File: src/rtl/phy_mgmt_sequencer_if.sv
// phy_mgmt_sequencer_if: bus between the PHY management sequencer and the DM (MDIO) controller
// dm_start: one-cycle transaction start; dm_busy: controller busy
// dm_addr_mode: [10] read=1/write=0, [9:5] PHY address, [4:0] register
// dm_data_write: write data; dm_data_read: read data, valid when dm_busy falls
interface phy_mgmt_sequencer_if;
  logic        dm_start;
  logic        dm_busy;
  logic [10:0] dm_addr_mode;
  logic [15:0] dm_data_write;
  logic [15:0] dm_data_read;
  modport master(output dm_start, dm_addr_mode, dm_data_write, input dm_busy, dm_data_read);
  modport slave(input dm_start, dm_addr_mode, dm_data_write, output dm_busy, dm_data_read);
endinterface

File: src/rtl/phy_mgmt_sequencer.sv
// phy_mgmt_sequencer: PHY soft reset, BMCR configuration, periodic BMSR polling and host register access
// clk_25_mhz/rst: clock and asynchronous active-high reset
// dm: master side of the DM controller bus
// host_req/host_rd/host_reg/host_wdata: host access request held until host_done
// host_rdata/host_done: host read result and one-cycle completion pulse
// init_done/init_error/link_up/an_done: configuration and link status
module phy_mgmt_sequencer #(
  parameter logic [4:0]  PHY_ADDR     = 5'd1,
  parameter int          POLL_CYCLES  = 25000,
  parameter int          RST_POLL_MAX = 16,
  parameter logic [15:0] CFG_BMCR     = 16'h3100
) (
  input  logic                        clk_25_mhz,
  input  logic                        rst,
  phy_mgmt_sequencer_if.master        dm,
  input  logic                        host_req,
  input  logic                        host_rd,
  input  logic [4:0]                  host_reg,
  input  logic [15:0]                 host_wdata,
  output logic [15:0]                 host_rdata,
  output logic                        host_done,
  output logic                        init_done,
  output logic                        init_error,
  output logic                        link_up,
  output logic                        an_done
);
  localparam int PW = $clog2(POLL_CYCLES + 1);
  localparam int RW = $clog2(RST_POLL_MAX + 1);
  typedef enum logic [2:0] {SRST_WR, SRST_POLL, CFG_WR, POLL_WAIT, POLL_RD, HOST} state_t;
  typedef enum logic [1:0] {IDLE, ISSUE, WAIT_HI, WAIT_LO} phase_t;
  state_t state, state_n;
  phase_t phase, phase_n;
  logic [PW-1:0] poll_cnt, poll_cnt_n;
  logic [RW-1:0] rst_polls, rst_polls_n;
  logic [2:0] to_cnt, to_cnt_n;
  logic start, start_n;
  logic [10:0] addr, addr_n;
  logic [15:0] wdata, wdata_n, rdata_n;
  logic done_n, idone_n, ierr_n, link_n, an_n, to_poll, txn_rd;
  logic [4:0] txn_reg;
  assign dm.dm_start = start;
  assign dm.dm_addr_mode = addr;
  assign dm.dm_data_write = wdata;
  assign txn_rd = state == SRST_POLL || state == POLL_RD || (state == HOST && host_rd);
  assign txn_reg = state == HOST ? host_reg : {4'd0, state == POLL_RD};
  always_comb begin
    state_n = state;
    phase_n = phase;
    poll_cnt_n = poll_cnt;
    rst_polls_n = rst_polls;
    to_cnt_n = to_cnt;
    start_n = 1'b0;
    addr_n = addr;
    wdata_n = wdata;
    rdata_n = host_rdata;
    done_n = 1'b0;
    idone_n = init_done;
    ierr_n = init_error;
    link_n = link_up;
    an_n = an_done;
    to_poll = 1'b0;
    if (state == POLL_WAIT) begin
      // host_done is high on the first cycle back, so a held request is re-taken one cycle later
      if (host_req && !host_done) state_n = HOST;
      else if (poll_cnt == '0) state_n = POLL_RD;
      else poll_cnt_n = poll_cnt - PW'(1);
    end else
      case (phase)
        IDLE: begin
          addr_n = {txn_rd, PHY_ADDR, txn_reg};
          wdata_n = state == SRST_WR ? 16'h8000 : state == CFG_WR ? CFG_BMCR :
                    state == HOST && !host_rd ? host_wdata : 16'h0000;
          phase_n = ISSUE;
        end
        ISSUE: if (!dm.dm_busy) begin
          start_n = 1'b1;
          to_cnt_n = '0;
          phase_n = WAIT_HI;
        end
        WAIT_HI: if (dm.dm_busy) phase_n = WAIT_LO;
          else if (to_cnt == 3'd7) begin
            ierr_n = 1'b1;
            done_n = state == HOST;
            to_poll = 1'b1;
          end else to_cnt_n = to_cnt + 3'd1;
        WAIT_LO: if (!dm.dm_busy) begin
          phase_n = IDLE;
          case (state)
            SRST_WR: state_n = SRST_POLL;
            SRST_POLL: if (!dm.dm_data_read[15]) state_n = CFG_WR;
              else if (rst_polls == RW'(RST_POLL_MAX - 1)) begin
                ierr_n = 1'b1;
                to_poll = 1'b1;
              end else rst_polls_n = rst_polls + RW'(1);
            CFG_WR: begin
              idone_n = 1'b1;
              to_poll = 1'b1;
            end
            POLL_RD: begin
              link_n = dm.dm_data_read[2];
              an_n = dm.dm_data_read[5];
              to_poll = 1'b1;
            end
            default: begin
              rdata_n = host_rd ? dm.dm_data_read : host_rdata;
              done_n = 1'b1;
              to_poll = 1'b1;
            end
          endcase
        end
        default: ;
      endcase
    // the poll interval restarts after every sequencer transaction but resumes after host access
    if (to_poll) begin
      state_n = POLL_WAIT;
      phase_n = IDLE;
      if (state != HOST) poll_cnt_n = PW'(POLL_CYCLES - 1);
    end
  end
  always_ff @(posedge clk_25_mhz or posedge rst)
    if (rst) begin
      state <= SRST_WR;
      phase <= IDLE;
      poll_cnt <= '0;
      rst_polls <= '0;
      to_cnt <= '0;
      start <= 1'b0;
      addr <= '0;
      wdata <= '0;
      host_rdata <= '0;
      host_done <= 1'b0;
      init_done <= 1'b0;
      init_error <= 1'b0;
      link_up <= 1'b0;
      an_done <= 1'b0;
    end else begin
      state <= state_n;
      phase <= phase_n;
      poll_cnt <= poll_cnt_n;
      rst_polls <= rst_polls_n;
      to_cnt <= to_cnt_n;
      start <= start_n;
      addr <= addr_n;
      wdata <= wdata_n;
      host_rdata <= rdata_n;
      host_done <= done_n;
      init_done <= idone_n;
      init_error <= ierr_n;
      link_up <= link_n;
      an_done <= an_n;
    end
endmodule

File: src/flat_wrapper.sv
// flat-port wrapper written by rule: the top's interface ports become plain ports
module phy_mgmt_sequencer_flat 
#(
  parameter logic [4:0]  PHY_ADDR     = 5'd1,
  parameter int          POLL_CYCLES  = 25000,
  parameter int          RST_POLL_MAX = 16,
  parameter logic [15:0] CFG_BMCR     = 16'h3100
)
  (clk_25_mhz, rst, host_req, host_rd, host_reg, host_wdata, host_rdata, host_done, init_done, init_error, link_up, an_done, dm_dm_start, dm_dm_addr_mode, dm_dm_data_write, dm_dm_busy, dm_dm_data_read);
  phy_mgmt_sequencer_if dm_i ();
  input  logic clk_25_mhz;
  input  logic rst;
  input  logic host_req;
  input  logic host_rd;
  input  logic [4:0] host_reg;
  input  logic [15:0] host_wdata;
  output logic [15:0] host_rdata;
  output logic host_done;
  output logic init_done;
  output logic init_error;
  output logic link_up;
  output logic an_done;
  output wire logic [$bits(dm_i.dm_start)-1:0] dm_dm_start;
  output wire logic [$bits(dm_i.dm_addr_mode)-1:0] dm_dm_addr_mode;
  output wire logic [$bits(dm_i.dm_data_write)-1:0] dm_dm_data_write;
  input wire logic [$bits(dm_i.dm_busy)-1:0] dm_dm_busy;
  input wire logic [$bits(dm_i.dm_data_read)-1:0] dm_dm_data_read;
  assign dm_dm_start = dm_i.dm_start;
  assign dm_dm_addr_mode = dm_i.dm_addr_mode;
  assign dm_dm_data_write = dm_i.dm_data_write;
  assign dm_i.dm_busy = dm_dm_busy;
  assign dm_i.dm_data_read = dm_dm_data_read;
  phy_mgmt_sequencer #(.PHY_ADDR(PHY_ADDR), .POLL_CYCLES(POLL_CYCLES), .RST_POLL_MAX(RST_POLL_MAX), .CFG_BMCR(CFG_BMCR)) u_core (.clk_25_mhz(clk_25_mhz), .rst(rst), .dm(dm_i), .host_req(host_req), .host_rd(host_rd), .host_reg(host_reg), .host_wdata(host_wdata), .host_rdata(host_rdata), .host_done(host_done), .init_done(init_done), .init_error(init_error), .link_up(link_up), .an_done(an_done));
endmodule
File: config.mk
export PLATFORM = sky130hd
export DESIGN_NAME = phy_mgmt_sequencer_flat
export DESIGN_NICKNAME = d
export VERILOG_FILES = /design/src/rtl/phy_mgmt_sequencer_if.sv /design/src/rtl/phy_mgmt_sequencer.sv /design/src/flat_wrapper.sv
export SDC_FILE = /design/constraint.sdc
export NUM_CORES = 1
export LEC_CHECK = 0
export BUFFER_PORTS_ARGS = -buffer_cell sky130_fd_sc_hd__buf_2
export CELL_PAD_IN_SITES_DETAIL_PLACEMENT = 0
export CELL_PAD_IN_SITES_GLOBAL_PLACEMENT = 1
export CORE_UTILIZATION = 41
export CTS_CLUSTER_SIZE = 14
export DETAILED_ROUTE_END_ITERATION = 6
export GPL_TIMING_DRIVEN = 0
export PLACE_DENSITY = 0.9
export RECOVER_POWER = 25
export SKIP_LAST_GASP = 1
export SLEW_MARGIN = 20
export SYNTH_ARGS = -nofsm -noshare
export SYNTH_HDL_FRONTEND = slang
export SYNTH_SLANG_ARGS = --single-unit
export TNS_END_PERCENT = 100
File: constraint.sdc
create_clock -name clk_25_mhz -period 3.44 [get_ports clk_25_mhz]
set_input_delay 1.032 -clock clk_25_mhz [delete_from_list [all_inputs] [get_ports clk_25_mhz]]
set_output_delay 1.032 -clock clk_25_mhz [all_outputs]
set_load 0.02 [all_outputs]
* Yosys cells after proc, flatten, opt, wreduce, memory -nomap -nowiden
Cells that the tools add are included.
** Storage, ports and cells
- Register bits after elaboration :: 73
- Bits of input ports :: 42
- Output and inout bits :: 49
- Logic and storage cells :: 122
** Cells by class
- Add/sub/neg operators :: 3
- Eq/ne operators :: 26
- Multiplexer cells :: 51
- Bitwise operators :: 4
- Reduce and logical (&&, ||, !) cells :: 24
** Operator list (number)
- $mux W15 :: 5
- $mux W16 :: 3
- $mux W3 :: 10
- $mux W1 :: 20
- $logic_not A15 Y1 :: 1
- $reduce_and A5 Y1 :: 3
- $sub A15 B1 Y15 const B :: 1
- $pmux W3 S2 :: 2
- $reduce_and A4 Y1 :: 3
- $mux W2 :: 5
- $ne A2 B2 Y1 const B :: 5
- $eq A3 B3 Y1 const B :: 3
- $ne A3 B2 Y1 const B :: 3
- $ne A2 B1 Y1 const B :: 4
- $ne A4 B3 Y1 const B :: 2
- $pmux W1 S2 :: 4
- $pmux W2 S4 :: 1
- $reduce_and A8 Y1 :: 1
- $eq A3 B2 Y1 const B :: 2
- $reduce_and A6 Y1 :: 1
- $add A5 B1 Y5 const B :: 1
- $eq A5 B4 Y1 const B :: 1
- $mux W5 :: 1
- $eq A2 B2 Y1 const B :: 2
- other kinds (16) :: 24

* Depth between registers and ports, before layout
- Depth in word-level cells :: 9
- Depth in mapped cells :: 8

* Worst setup path before layout
OpenSTA, ideal clock, no wires.
- Path type :: input -> register
- Start point :: input port dm_dm_busy
- End point :: register u_core.host_rdata[0]
- Library setup time :: 0.125 ns
- Arrival :: 2.221 ns
- Required time :: 3.315 ns
- Setup slack :: 1.094 ns
- Stages :: 5
- Path through :: nand2b_1 nor4bb_1 buf_2 buf_2 mux2_2
** On the way
- Word-level cells in the longest chain between the ends :: 2
** Ends and longest elaborated chain
- start: declaration :: line flat_wrapper.sv:26 : input wire logic [$bits(dm_i.dm_busy)-1:0] dm_dm_busy;
- $not A1 Y1 (no line)
- $reduce_and A5 Y1 (no line)
- end signal: assignment :: line phy_mgmt_sequencer.sv:145 : host_rdata <= rdata_n;
- end: declaration :: line phy_mgmt_sequencer.sv:20 : output logic [15:0] host_rdata,
Every way passes these cells.
A chain may end at the register's enable or synchronous reset.

==> results.md <==
- Area leader, netlist: dfrtp_1
- Largest net degree at the start of global routing: between 40 and 50
- Die Height: approximately 94 µm
- Initial antenna violation count: 0
- Post-Synth Simple-Gate Area: 16.23%
- Most numerous cell in the Yosys netlist: dfrtp_1
- Cts hold-fix bufs: 0
- Asr flop ratio synth: 100.0%
- Filler Cells Inserted: about 750
- Register area share after synthesis: 52.88%
- Routed wire length per instance: between 10 and 15 µm
- Most frequent cells after synthesis: dfrtp_1 (73), nand2_1 (30), nor2_1 (25), mux2_2 (20), o21ai_0 (20)
- Synth area leaders: dfrtp_1 (53%), mux2_2 (6.5%), a22o_1 (3.8%)
- All-Layer GR Usage: ~18%
- CP required: roughly 3.7 ns
- Ratio of cells with drive above 1 in the final layout: between 30% and 40%
- WP data arrival: 2.84 ns
- # Post-CTS Setup Buffers: 0
- Critical Path Sink Type: asynchronous set/reset pin
- Maxcap violations: 0
- PwrDens: 918.1 nW/µm²
- YS warnings: 0
- Clk_skew: 0.01097 ns
- IO Port Bufs: between 80 and 90
- CTS tree: done
- Synthesized instance count: between 300 and 400
- DR iter-0 viols: 92
- Critical path fanouts, max: 46
- CTS sink cnt: 73
- Area Growth Syn to Fin: 24.85%
- First-pass GRT wire length: ~12,000 µm
- Flops & latches, synth: 73
- Die Span X: approximately 94 µm
- Post-Route WL: 7251 µm
- Run status: completed
- H-Tree Depth: 3
- Post-cts sizing count: 0
- Fmax: about 0.39 GHz
- Number of core rows: 33
- CTS Buf Count: 9
- Mux cell area share after synthesis: 7.425%
- Vias: about 2,700
- Kind of critical path: primary input to asynchronous set/reset pin
- Yosys top cell area share: a little over half
- Global route total overflow: 0
- Post-synthesis cell area: 3455 µm²
- Remaining DRCs: 0
- Tmin final: roughly 2.6 ns
- Clock transition at path regs: 0.07 ns
- Post-Synth XOR/XNOR Area: 3.296%
- Layout Nets: 467
- Main synth FF type: dfrtp_1
- Ports: between 90 and 100
- Root Driver: clkbuf_8
- Tot Pwr: 3.960 mW
- Worst vdd ir: about 500 µV
- Via-per-instance ratio: 5.050
- Post-synthesis area per instance: ~11 µm²
- GP Congestion: roughly 0.77
- Crit start category: primary input
- P_leak: 2.135 nW
- Fin area: approximately 4300 µm²
- Synth Area in Compound Gates: a little over an eighth
- Initial Util: between 40% and 50%
- Die area: just under 9000 µm²
- Worst-Margin Slew: 1.207 ns
- Hold Fails Final Rpt: 0
- Routed Antenna Nets: 0
- RSZ-0062 raised after global routing: no
- Placed cell area: 4058 µm²
- Slew headroom: a little under a fifth
- CORE AREA: 8175 µm²
- Worst-skew pair later-pin latency: about 0.35 ns
- Buffer depth of the longest clock path: 2
- Vias in the first global route: roughly 2,600
- Largest family of logic cells by synthesized area: simple AND/OR/NAND/NOR gates
- DP HPWL: about 5400 µm
- DRT Pass-1 Iters: 4
- Fin crit share: between 70% and 80%
- Synth Area in Adders: approximately 3.3%
- # diodes: 0
- Post-synth EDFFs: 0
- Finish-stage setup viols: 0
- HP Class: flip-flop to flip-flop
- Final Max Slew Viols: 0
- Distinct cell type count after synthesis: 53
## registers in the layout, indices dropped and copies added (netlist names), 2 cells and up
register and cells:
u_core.dm.dm_addr_mode 7, u_core.dm.dm_data_write 16, u_core.host_rdata 16, u_core.phase 2, u_core.poll_cnt 15, u_core.rst_polls 5, u_core.state 3, u_core.to_cnt 3
## where the power goes
group          leakage (nW)  switching, mW  internal [mW]
Combinational          1.07          0.918          0.634
Clock                 0.139          0.321          0.623
Sequential            0.922          0.259           1.20
Total                  2.14           1.50           2.46
## cell type report
| type | instances | area (µm²) | area share [%] |
|---|---|---|---|
| inverter | 8 | 31.28 | 0.7253 |
| tap | 105 | 131.4 | 3.046 |
| clock buffer | 9 | 123.9 | 2.872 |
| buffer | 16 | 86.33 | 2.002 |
| timing repair buffer | 87 | 435.4 | 10.10 |
| clock inverter | 6 | 155.1 | 3.597 |
| multi-input combinational | 221 | 1523 | 35.31 |
| sequential | 73 | 1827 | 42.36 |
## cells by family after synthesis
| logic type | count (synthesis) |
|---|---|
| AO/OA/AOI/OAI | 67 |
| XOR/XNOR | 13 |
| adder cells (fa/ha/maj) | 9 |
| buffers and inverters | 24 |
| flip-flops | 73 |
| multiplexers | 23 |
| other | 1 |
| AND/OR/NAND/NOR | 105 |
## worst paths after layout
path	slack, ns	cells after the start	from	end
max in group clk_25_mhz	1.10	6	dm_dm_busy	u_core.host_rdata[15]$_DFFE_PP0P_
min in group asynchronous	0.91	2	rst	u_core.host_rdata[6]$_DFFE_PP0P_
min reg2reg	0.46	1	u_core.init_done$_DFFE_PP0P_	u_core.init_done$_DFFE_PP0P_
max	0.89	3	rst	u_core.state[0]$_DFFE_PP0P_
max reg2reg	1.25	8	u_core.phase[0]$_DFFE_PP0P_	u_core.poll_cnt[6]$_DFF_PP0_
min	0.46	1	u_core.init_done$_DFFE_PP0P_	u_core.init_done$_DFFE_PP0P_
## metrics by stage
| stage | setup WS, ns | std cells | TNS, ns | hold WS (ns) | utilization (%) |
|---|---|---|---|---|---|
| after global placement | -0.3171 | 509 | -22.86 | 0.4393 | 49.27 |
| after global routing | 0.4914 | 525 | 0 | 0.4729 | 52.75 |
| after detailed placement | 0.7214 | 510 | 0 | 0.4432 | 49.63 |
| after floorplan | 0.5547 | 318 | 0 | 0.4381 | - |
| final | 0.8874 | 525 | 0 | 0.4572 | 52.75 |
| after CTS | 1.080 | 525 | 0 | 0.4620 | 53.05 |
## worst max-delay path, stage by stage
cell and delay, ns:
buf_2 0.10, clkinvlp_2 0.70, clkbuf_2 0.98
## per-layer routing
| metal | part of all wire, % | vias up | global-route usage, % |
|---|---|---|---|
| met2 | 47 | 75 | 28.10 |
| met3 | 6.4 | 11 | 5.502 |
| met4 | 1.4 | 0 | 5.769 |
| met5 | 0 | - | 0 |
| li1 | - | 1309 | - |
| met1 | 45 | 1256 | 23.81 |
## layout by cell type (no fill, tap or decap), types with 5 or more instances in the layout
master	Yosys	routed
clkbuf_1	8	8
mux2_2	20	20
o21ai_0	20	20
nor2b_1	5	5
xor2_1	7	7
ha_1	9	9
inv_1	8	7
nand2_1	30	30
nor2_1	25	25
clkbuf_8	0	9
dfrtp_1	73	73
bufinv_16	0	5
buf_2	3	89
xnor2_1	6	6
nand2b_1	7	7
nor3_1	9	9
a21oi_1	9	9
a22o_1	15	15
(Power assumes the default switching activity.)
